### src/rtl/dsp_delay_pkg.sv
// Shared definitions for the runtime-configurable delay line: fill-state
// encoding, counter width helper and the depth clamp.
package dsp_delay_pkg;

    // Fill state of the delay line.
    typedef enum logic [1:0] {
        ST_EMPTY   = 2'd0,
        ST_FILLING = 2'd1,
        ST_FULL    = 2'd2
    } fill_state_t;

    // Depth used when the block is built with its default parameters.
    localparam int unsigned DEFAULT_MAX_STAGES = 16;

    // Width needed to hold a depth or fill count in 0..max_stages.
    function automatic int unsigned cnt_width(input int unsigned max_stages);
        return $clog2(max_stages + 1);
    endfunction

    // Counter / length width for the default build.
    localparam int unsigned DEFAULT_CNT_W = $clog2(DEFAULT_MAX_STAGES + 1);

    // Requested depth forced into 1..max_len; 0 becomes 1, anything above
    // the physical depth becomes the physical depth.
    function automatic int unsigned clamp_len(input int unsigned len,
                                              input int unsigned max_len);
        if (len == 0) begin
            return 1;
        end else if (len > max_len) begin
            return max_len;
        end else begin
            return len;
        end
    endfunction

endpackage

### src/rtl/dline_stage.sv
// One sample register of the delay line. Reset and flush both clear it;
// reset wins, then flush, then the shift enable.
module dline_stage #(
    parameter int gp_data_width = 8
) (
    input  logic                     i_clk,
    input  logic                     i_rst,
    input  logic                     i_flush,
    input  logic                     i_ena,
    input  logic [gp_data_width-1:0] i_d,
    output logic [gp_data_width-1:0] o_q
);

    logic [gp_data_width-1:0] data_q;

    // Sample register: clear on reset/flush, capture on enable, else hold.
    always_ff @(posedge i_clk) begin
        if (i_rst) begin
            data_q <= '0;
        end else if (i_flush) begin
            data_q <= '0;
        end else if (i_ena) begin
            data_q <= i_d;
        end
    end

    assign o_q = data_q;

endmodule

### src/rtl/shift_register_var.sv
// Runtime-configurable, flushable delay line. All physical stages shift on
// every enable; the active depth only selects which stage drives o_data and
// how many shifts the fill counter must see before the line counts as full.
//
// Handshake: there is no backpressure. A sample is accepted on every rising
// edge where i_ena is high and neither reset nor flush is asserted. o_valid
// is a one-cycle strobe on the cycle after such an edge whenever the line is
// full after it; the consumer must take o_data in that cycle.
module shift_register_var
    import dsp_delay_pkg::*;
#(
    parameter int gp_data_width = 8,
    parameter int gp_max_stages = 16
) (
    input  logic                                   i_clk,
    input  logic                                   i_rst,
    input  logic                                   i_ena,
    input  logic                                   i_flush,
    input  logic                                   i_load,
    input  logic [cnt_width(gp_max_stages)-1:0]    i_len,
    input  logic [gp_data_width-1:0]               i_data,
    output logic [gp_data_width-1:0]               o_data,
    output logic [gp_max_stages*gp_data_width-1:0] o_taps,
    output logic                                   o_valid,
    output logic                                   o_fill_done,
    output logic [cnt_width(gp_max_stages)-1:0]    o_len,
    output logic [1:0]                             o_dbg_state
);

    localparam int LEN_W = cnt_width(gp_max_stages);
    localparam int W     = gp_data_width;

    logic [W-1:0]     stage_q [gp_max_stages];
    logic [W-1:0]     stage_d [gp_max_stages];
    logic             shift_en;

    fill_state_t      state_q, state_d;
    logic [LEN_W-1:0] len_q, len_d;
    logic [LEN_W-1:0] cnt_q, cnt_d;
    logic             valid_q, valid_d;
    logic [LEN_W-1:0] cnt_inc;
    logic [LEN_W-1:0] load_len;

    // A flush cycle discards the input sample and does not shift.
    assign shift_en = i_ena && !i_flush;

    // Chain wiring: stage 0 takes the new sample, stage k takes stage k-1.
    always_comb begin
        for (int k = 0; k < gp_max_stages; k++) begin
            stage_d[k] = (k == 0) ? i_data : stage_q[(k == 0) ? 0 : k-1];
        end
    end

    genvar g;
    generate
        for (g = 0; g < gp_max_stages; g++) begin : g_stage
            dline_stage #(
                .gp_data_width(W)
            ) u_stage (
                .i_clk  (i_clk),
                .i_rst  (i_rst),
                .i_flush(i_flush),
                .i_ena  (shift_en),
                .i_d    (stage_d[g]),
                .o_q    (stage_q[g])
            );
        end
    endgenerate

    // Depth requested by i_len after clamping into 1..gp_max_stages.
    assign load_len = LEN_W'(clamp_len(int'(i_len), gp_max_stages));

    // Fill count after one more accepted sample, saturating at the depth.
    assign cnt_inc = (cnt_q < len_q) ? (cnt_q + LEN_W'(1)) : cnt_q;

    // Next-state logic for depth, fill counter, fill state and valid strobe.
    always_comb begin
        state_d = state_q;
        len_d   = len_q;
        cnt_d   = cnt_q;
        valid_d = 1'b0;

        if (i_load) begin
            len_d = load_len;
        end

        if (i_flush) begin
            cnt_d   = '0;
            state_d = ST_EMPTY;
        end else if (i_load) begin
            if (i_ena) begin
                cnt_d   = LEN_W'(1);
                state_d = (load_len == LEN_W'(1)) ? ST_FULL : ST_FILLING;
                valid_d = (load_len == LEN_W'(1));
            end else begin
                cnt_d   = '0;
                state_d = ST_EMPTY;
            end
        end else if (i_ena) begin
            cnt_d = cnt_inc;
            case (state_q)
                ST_EMPTY, ST_FILLING: begin
                    state_d = (cnt_inc == len_q) ? ST_FULL : ST_FILLING;
                end
                ST_FULL: begin
                    state_d = ST_FULL;
                end
                default: begin
                    state_d = ST_EMPTY;
                end
            endcase
            valid_d = (state_d == ST_FULL);
        end
    end

    // Control registers; reset restores an empty line at maximum depth.
    always_ff @(posedge i_clk) begin
        if (i_rst) begin
            state_q <= ST_EMPTY;
            len_q   <= LEN_W'(gp_max_stages);
            cnt_q   <= '0;
            valid_q <= 1'b0;
        end else begin
            state_q <= state_d;
            len_q   <= len_d;
            cnt_q   <= cnt_d;
            valid_q <= valid_d;
        end
    end

    // Output tap: the stage at index r_len-1.
    always_comb begin
        o_data = '0;
        for (int k = 0; k < gp_max_stages; k++) begin
            if (LEN_W'(k + 1) == len_q) begin
                o_data = stage_q[k];
            end
        end
    end

    // Flatten all stages onto the tap bus, stage 0 in the low bits.
    always_comb begin
        o_taps = '0;
        for (int k = 0; k < gp_max_stages; k++) begin
            o_taps[k*W +: W] = stage_q[k];
        end
    end

    assign o_valid     = valid_q;
    assign o_fill_done = (state_q == ST_FULL);
    assign o_len       = len_q;
    assign o_dbg_state = state_q;

endmodule

### config.mk
export PLATFORM = sky130hd
export DESIGN_NAME = shift_register_var
export DESIGN_NICKNAME = d
export VERILOG_FILES = /design/src/rtl/dsp_delay_pkg.sv /design/src/rtl/dline_stage.sv /design/src/rtl/shift_register_var.sv
export SDC_FILE = /design/constraint.sdc
export NUM_CORES = 1
export LEC_CHECK = 0
export CAP_MARGIN = 40
export CORE_MARGIN = 8
export CORE_UTILIZATION = 45
export CTS_CLUSTER_SIZE = 28
export DETAILED_ROUTE_END_ITERATION = 10
export GPL_ROUTABILITY_DRIVEN = 0
export GPL_TIMING_DRIVEN = 0
export PLACE_DENSITY = 0.81
export SLEW_MARGIN = 20
export SYNTH_ARGS = -nofsm -noshare
export SYNTH_HDL_FRONTEND = slang
export SYNTH_SLANG_ARGS = --single-unit
### constraint.sdc
create_clock -name i_clk -period 2.1 [get_ports i_clk]
set_input_delay 0.42 -clock i_clk [delete_from_list [all_inputs] [get_ports i_clk]]
set_output_delay 0.42 -clock i_clk [all_outputs]
set_load 0.02 [all_outputs]
; Yosys cells after proc, flatten, opt, wreduce, memory -nomap -nowiden
; Index checks and enable logic that the tools add are counted.
[op_classes]
mux = 34
n_reduce_logical = 7
eq_ne = 21
addsub = 1
n_lt_le_gt_ge = 2
[op_table]
columns = op, n
row1 = $mux 8, 16
row2 = $eq 4x5->1 const A, 8
row3 = $mux 5, 5
row4 = $eq 3x5->1 const A, 4
row5 = $mux 2, 8
row6 = $eq 2x5->1 const A, 2
row7 = $add 5x1->5 const B, 1
row8 = $eq 1x5->1 const A, 1
row9 = $eq 5x1->1 const B, 1
row10 = $eq 5x5->1, 1
row11 = $eq 5x5->1 const A, 1
row12 = $gt 5x5->1 const B, 1
row13 = $logic_not 5->1, 1
row14 = $lt 5x5->1, 1
row15 = $eq 2x2->1 const B, 2
row16 = $mux 1, 4
row17 = $pmux 2 s2, 1
row18 = $reduce_or 2->1, 2
row19 = $eq 2x1->1 const B, 1
row20 = $logic_not 2->1, 1
row21 = $reduce_bool 2->1, 1
row22 = $logic_and 1x1->1, 1
row23 = $logic_not 1->1, 1
[totals]
in_bits = 18
wordCells = 85
out_inout_bits = 145
register_bits = 141

; Depth between registers and ports, before layout
; Gate-level depths: netlist of the first run.
[logic_depth]
ltp_word = 17
mapped_depth = 10

; By module
; Synthesis of the first run repeated with hierarchy kept, for this count alone.
[unflattened]
cells_unflattened = 769
hier_area_um2 = 6996.7
[modules_own_cells]
columns = module, area_per_inst_um2, cells_each, seq_area_each_um2, n_inst
row1 = dline_stage, 295.3, 27, 160.2, 16
row2 = shift_register_var, 2272.2, 337, 260.2, 1

; Least setup slack after synthesis of the first run
; Ideal clock, no wire load.
[synth_path]
kind = register to register
from = register len_q[2] (netlist: o_len[2])
to = register valid_q (netlist: o_valid)
setup_time_ns = 0.122
setup_slack_ns = -0.357
n_path_buf = 2
period_less_slack_ns = 2.457
required_ns = 1.978
t_arrival_ns = 2.336
path_stages_with_launch = 11
cell_sequence = dfxtp_1 > buf_4 > buf_4 > inv_1 > ha_1 > and3_1 > a221oi_2 > o21ai_1 > o21ai_0 > o22ai_2 > o311a_1
[synth_between]
elab_chain_cells = 11
[synth_rtl]
columns = element, line_no
row1 = "start, declared", shift_register_var.sv:38  ; logic [LEN_W-1:0] len_q, len_d;
row2 = "start signal, assigned", shift_register_var.sv:120  ; len_q <= LEN_W'(gp_max_stages);
row3 = "start signal, assigned", shift_register_var.sv:125  ; len_q <= len_d;
row4 = $lt 5x5->1, shift_register_var.sv:74  ; assign cnt_inc = (cnt_q < len_q) ? (cnt_q + LEN_W'(1)) : cnt_q;
row5 = $mux 5, shift_register_var.sv:74
row6 = $eq 5x5->1 *, shift_register_var.sv:103  ; state_d = (cnt_inc == len_q) ? ST_FULL : ST_FILLING;
row7 = $mux 2 *, shift_register_var.sv:103
row8 = $pmux 2 s2 *, shift_register_var.sv:101  ; case (state_q)
row9 = $mux 2 *, shift_register_var.sv:99  ; end else if (i_ena) begin
row10 = $mux 2 *, shift_register_var.sv:90  ; end else if (i_load) begin
row11 = $mux 2 *, shift_register_var.sv:87  ; if (i_flush) begin
row12 = $eq 2x2->1 *, shift_register_var.sv:112  ; valid_d = (state_d == ST_FULL);
row13 = $mux 1 *, shift_register_var.sv:99
row14 = $mux 1 *, shift_register_var.sv:90
row15 = "end signal, assigned", shift_register_var.sv:127  ; valid_q <= valid_d;
row16 = "end, declared", shift_register_var.sv:40  ; logic valid_q, valid_d;
; Mark *: on every way between the ends. The rest lies on a longest branch, timed or not. The select of a mux whose other input is x is not followed.
; A chain may end at the register's enable or synchronous reset.

; Worst setup path after layout of the first run
[layout_path]
from = register len_q[4] (netlist: o_len[4])
to = output port o_data[4]
[layout_between]
elab_chain_cells = 17
word_cells_on_any_way = 32
cone_classes = eq/ne: 16 / mux: 16
[layout_rtl]
columns = element, line_no
row1 = $eq 1x5->1, shift_register_var.sv:135  ; if (LEN_W'(k + 1) == len_q) begin
row2 = $mux 8 (15 in a row), shift_register_var.sv:135
row3 = $mux 8 *, shift_register_var.sv:135
row4 = "end, declared", shift_register_var.sv:22  ; output logic [gp_data_width-1:0] o_data,
; Mark *: on every way between the ends. The rest lies on a longest branch, timed or not.

==> impl_metrics.toml, run 1 <==
[critical_path]
end_kind = "output port"
cp-start-kind = "register"
arrival_ps = 2490
worstPathRequired_ps = 1680
critPathKind = "reg2out"
r2r_slack_ps = -280
worstRegToRegCells = 12
rr_startpoint = "o_len[2]"
r2r_end = "cnt_q[1]"
cp_max_fo = 9

[floorplanning]
dieArea_um2 = 19200
initial_core_util = 0.453
die_w_um = 139
core_um2 = 15000
row_count = 45
die_h_um = 139
io_pins = 163

[timing]
fmax_mhz = 343
fin_crit_sh = 1.39
hold_ws_ps = 541
setup_viol = 16
hold_viol_final = 0
worstMarginPinSlew_ps = 573
period_needed_ps = 2910
layout_setup_ws_ps = -812
slew_headroom = 0.618
rsz0062_at_grt = "true"
fin_skew_ps = 6.53
drv_slew = 0

[layout]
drive_gt1_frac = 0.213
area_growth_pct = 49.5
diodes = 0
num-nets-final = 991
n_fill_cell = 1062

[clock_network]
cts_made_buffers = 17
cts.sink_count = 141
clock-root-buffer = "clkbuf_16"
cts_tree = "built"
holdBufCountCts = 0
worst_skew_pair.late_latency_ps = 440
clock_path_buffers = 2
cts_max_level = 4
clk_pin_slew_ps = 60

[global_route]
antenna_found_initial = 0
grt_pass1_vias = 6905
grt_pass1_wl_um = 39200
grt.overflow.total = 0
grt_max_degree = 17
gr-usage-all-layers = 0.256

[synthesis]
synth_warnings = 0
syn_nets = 767
ys_seq_area_frac = 0.416
syn_area_per_cell_um2 = 9.11
synth_cells = 744
yosysUniqueCellTypes = 70
syn_area_um2 = 6780
ys.flop_type = "dfxtp_1"
synth_seq_cells = 141
async_flop_share = 0
synth_edf_count = 0

[run_status]
violations = "setup timing"
status = "finished with violations"

[detailed_routing]
finalWirelength_um = 26000
drtIter0Drc = 767
firstDrtPassIters = 6
ant_nets = 0
drc_errors = 0
viasPerCell = 6.11
wire_per_inst_um = 22.2
num_vias = 7146

[worst_hold_path]
hold_depth = 2
worstHoldPathType = "reg2reg"
hold-path-endpoint = "g_stage[15].u_stage.o_q[6]"
hold_start = "g_stage[15].u_stage.o_q[6]"

[power]
ir_drop_mv = 0.608
power_density_nw_per_um2 = 641
p_leak_nw = 3.96

[job]
maxCapViolCount = 0

[placement]
io_buffers = 162
pre_cts_slack_ps = -1050
hpwl_um = 17300
[synth_stat cells, types with 4 or more instances]
library cell / count / area [um^2]
buf_1: 6 / 22.5
nor2_1: 156 / 586
a21oi_1: 21 / 105
nand2_1: 28 / 105
o21ai_0: 23 / 115
a22oi_1: 4 / 30.0
clkbuf_1: 17 / 63.8
dfxtp_1: 141 / 2820
nor2b_1: 5 / 31.3
nor3_1: 15 / 75.1
o22ai_1: 15 / 93.8
inv_1: 12 / 45.0
a32oi_1: 4 / 35.0
a31oi_1: 4 / 25.0
buf_2: 19 / 95.1
nand2b_1: 8 / 50.1
o221ai_1: 4 / 35.0
o31ai_1: 4 / 30.0
and3_1: 5 / 31.3
ha_1: 5 / 62.6
a211oi_1: 6 / 45.0
xor2_1: 4 / 35.0
nand3_1: 13 / 65.1
buf_4: 6 / 45.0
a221oi_1: 11 / 96.3
buf_6: 4 / 45.0
mux2i_1: 134 / 1340
xnor2_1: 5 / 43.8
[registers in the layout, summed over array words and instances, names as in the netlist]
register,cells
g_stage.u_stage.o_q,128
o_dbg_state,2
o_valid,1
o_len,5
cnt_q,5
[per-stage QoR]
| step | cell area, um^2 | TNS [ps] | utilization | std cells | total power [W] |
|---|---|---|---|---|---|
| 6_report | 10100 | -7370 | 0.677 | 1169 | 0.00649 |
| 5_1_grt | 10100 | -8480 | 0.677 | 1169 | 0.00666 |
| 4_1_cts | 9900 | -6550 | 0.661 | 1154 | 0.00645 |
| 3_5_place_dp | 8760 | -63160 | 0.585 | 1095 | 0.00335 |
| 3_3_place_gp | 8760 | -61050 | 0.585 | 1094 | 0.00335 |
| 2_1_floorplan | 6900 | -202 | - | 744 | 0.00316 |
[layout by cell type (no fill, tap or decap), drive strengths merged, types with 4 or more instances in the layout]
| master | count |
|---|---|
| nand3 | 13 |
| o21ai | 24 |
| xnor2 | 5 |
| nor4 | 4 |
| mux2i | 134 |
| o31ai | 4 |
| a21oi | 21 |
| a22oi | 4 |
| clkdlybuf4s50 | 154 |
| nand2 | 29 |
| ha | 5 |
| clkbuf | 31 |
| dfxtp | 141 |
| a211oi | 6 |
| and3 | 6 |
| a221oi | 12 |
| o221ai | 4 |
| xor2 | 4 |
| nor2b | 6 |
| a32oi | 4 |
| nand2b | 8 |
| a31oi | 4 |
| inv | 16 |
| nor2 | 158 |
| nor3 | 18 |
| o22ai | 16 |
| buf | 90 |
| clkinvlp | 6 |
[layer usage]
| layer | part of all wire | GRT usage | routed length (um) |
|---|---|---|---|
| met5 | 0 | 0 | 0 |
| met4 | 0.050 | 0.130 | 1290 |
| met3 | 0.11 | 0.0836 | 2790 |
| met2 | 0.46 | 0.417 | 12000 |
| met1 | 0.38 | 0.297 | 9900 |
[what timing repair did]
action,CTS,global route
endpoints found under the hold margin,0,0
endpoints found under the setup margin,84,17
gates cloned,0,0
resized for setup,131,25
setup buffers,34,15
pin swaps,32,31
[critical path, cell delays in order (launching register included)]
cell      delay, ps
dfxtp_4         370
buf_8           140
or3b_4          440
nor2_4          180
o21ai_2          90
a22oi_2         330
nor4_4           90
o221ai_2        220
buf_4           190
[power by group]
group          leakage, nW  switching [W]  internal [W]
logic                 2.54       0.000408      0.000319
clock network        0.278        0.00126       0.00180
registers             1.14      0.0000246       0.00269
[logic make-up after synthesis]
family                   Yosys count  synth area share
AO/OA/AOI/OAI                    129             0.136
AND/OR/NAND/NOR                  259             0.178
flip-flops                       141             0.416
adder cells (fa/ha/maj)            5           0.00923
multiplexers                     136             0.201
XOR/XNOR                           9            0.0116
buffers and inverters             65            0.0472
[worst max path at each step]
stage | end | startpoint | slack (ps)
2_1_floorplan | o_valid | o_len[2] | -70
3_3_place_gp | o_data[2] | o_len[2] | -1050
3_5_place_dp | o_data[2] | o_len[2] | -1050
4_1_cts | o_data[4] | o_len[2] | -710
5_1_grt | o_data[4] | o_len[4] | -800
6_report | o_data[4] | o_len[4] | -810
[cell type report]
| class | count | area (um^2) | share of cell area |
|---|---|---|---|
| plain buffers | 45 | 332 | 0.0327 |
| multi-input cells | 538 | 4040 | 0.399 |
| clock buffers | 18 | 439 | 0.0433 |
| repair buffers | 212 | 2030 | 0.200 |
| flip-flops and latches | 141 | 2840 | 0.281 |
| well taps | 188 | 235 | 0.0232 |
| clock inverters | 14 | 158 | 0.0156 |
| inverters | 13 | 58.8 | 0.00580 |
No activity file was read; power rests on OpenSTA's default activity.
==> inputs of run 2 (changes only) <==
- CORE_MARGIN: 8 -> default
- GPL_ROUTABILITY_DRIVEN: 0 -> default
==> run 2 against run 1 <==
Net effect: the run still ends with setup timing left; critical path type unchanged; sequential power barely moved; largest cell class unchanged; register-to-register slack got worse by 70 ps; highest routed layer unchanged; sequential cell count did not move; critical path depth did not move; die area fell by 19%; final cell count fell by 1.8%; worst setup slack improved by 33 ps; core utilization rose by 0.88 points; power rose by 3.0%; global-route usage rose by 4.5 points; wire length fell by 7.4%; non-clock buffer count fell by 17.
==> impl_metrics.toml, run 2 (same netlist as run 1, synthesis figures left out) <==
[floorplanning]
initial_core_util = 0.465
core_um2 = 14600
dieArea_um2 = 15600
die_w_um = 125
die_h_um = 125
io_pins = 163
row_count = 44

[timing]
layout_setup_ws_ps = -778
setup_viol = 16
rsz0062_at_grt = "true"
tns_ps = -7800
drv_slew = 0
fmax_mhz = 347
hold_viol_final = 0
fin_skew_ps = 5.63
slew_headroom = 0.646
period_needed_ps = 2880
worstMarginPinSlew_ps = 529
fin_crit_sh = 1.37

[clock_network]
clock_path_buffers = 2
clock-root-buffer = "clkbuf_16"
clk_pin_slew_ps = 60
cts_tree = "built"
cts.sink_count = 141
worst_skew_pair.late_latency_ps = 420
cts_max_level = 4
cts_made_buffers = 17

[detailed_routing]
finalWirelength_um = 24100
drtIter0Drc = 751
ant_nets = 0
viasPerCell = 6.08
drc_errors = 0
wire_per_inst_um = 21.0
num_vias = 6981
firstDrtPassIters = 6

[job]
maxCapViolCount = 0

[critical_path]
cpMaxStageDelayCell = "or4_1"
arrival_ps = 2460
slowest_delay_ps = 460
end_kind = "output port"
critPathKind = "reg2out"
cp-start-kind = "register"
crit_chain = "buf_4, nand4b_1, o32ai_1, or4_1, o32a_1, a211oi_4, nand2b_4, buf_6"
worstPathRequired_ps = 1680
cp_max_fo = 8

[layout]
multi_input_area_um2 = 3990
n_fill_cell = 1030
area_growth_pct = 47.5
finalNonFillerCells = 1148
drive_gt1_frac = 0.193
largest_register_ffs = 128
num-nets-final = 974
final_cell_mix = "nor2_1 (154), clkdlybuf4s50_1 (154), dfxtp_1 (135), mux2i_1 (133), buf_4 (32)"
seq_area_um2 = 2840
diodes = 0
final_area_um2 = 10000

[global_route]
grt_pass1_wl_um = 36700
antenna_found_initial = 0
grt.overflow.total = 0
grt_max_degree = 17
grt_pass1_vias = 6587
gr-usage-all-layers = 0.301

[placement]
hpwl_um = 16100
io_buffers = 162
pre_cts_slack_ps = -1050
placed_cell_area_um2 = 8760
dp.cells = 1091
globalplace.congestion = 0.953

[worst_hold_path]
worstHoldPathType = "reg2reg"

[power]
power_density_nw_per_um2 = 669
finalPower_w = 0.00669
p_leak_nw = 3.89
ir_drop_mv = 0.569

[run_status]
violations = "setup timing"
status = "finished with violations"
## run 2: worst max-delay path: cells and delay by family (launching register included)
family	cells	cell delay, ps
AO/OA/AOI/OAI	3	600
buffers and inverters	2	250
flip-flops	1	380
AND/OR/NAND/NOR	3	790
## run 2: layer usage
metal  vias to the layer above  part of all wire  global-route usage  wire length, um
li1                       3086                 -                   -                -
met1                      3330              0.40               0.378             9740
met2                       471              0.46               0.474            11100
met3                        94             0.096              0.0829             2320
met4                         0             0.038               0.142              919
met5                         -                 0                   0                0
## run 2: where the power goes
| group | switching [W] | leakage, nW | internal [W] |
|---|---|---|---|
| Clock | 0.00119 | 0.319 | 0.00210 |
| Sequential | 0.0000261 | 1.14 | 0.00269 |
| Combinational | 0.000394 | 2.43 | 0.000295 |
| Total | 0.00161 | 3.89 | 0.00508 |
## run 2: final timing paths
| path | slack [ps] | end | depth (start not counted) | startpoint |
|---|---|---|---|---|
| worst max register to register | -350 | o_valid | 12 | o_len[2] |
| worst min register to register | 540 | g_stage[15].u_stage.o_q[2] | 2 | g_stage[15].u_stage.o_q[2] |
| worst max-delay path | -780 | o_data[0] | 8 | o_len[1] |
| worst min-delay path | 540 | g_stage[15].u_stage.o_q[2] | 2 | g_stage[15].u_stage.o_q[2] |
## run 2: cell type report
| class | instances | share of cell area |
|---|---|---|
| buffer | 45 | 0.0330 |
| clock buffer | 20 | 0.0467 |
| clock inverter | 12 | 0.0181 |
| inverter | 13 | 0.00613 |
| multi-input combinational | 538 | 0.399 |
| sequential | 141 | 0.284 |
| tap | 184 | 0.0230 |
| timing repair buffer | 195 | 0.190 |
## run 2: timing repair
action	CTS	global route
resized for setup	108	37
hold buffers	0	0
buffers inserted	23	9
endpoints found under the setup margin	83	16
pin swaps	30	20
## run 2: metrics by stage
step	util	hold slack, ps
after floorplan	-	485
after global placement	0.600	504
after detailed placement	0.600	528
after CTS	0.672	544
after global routing	0.685	573
final	0.685	542
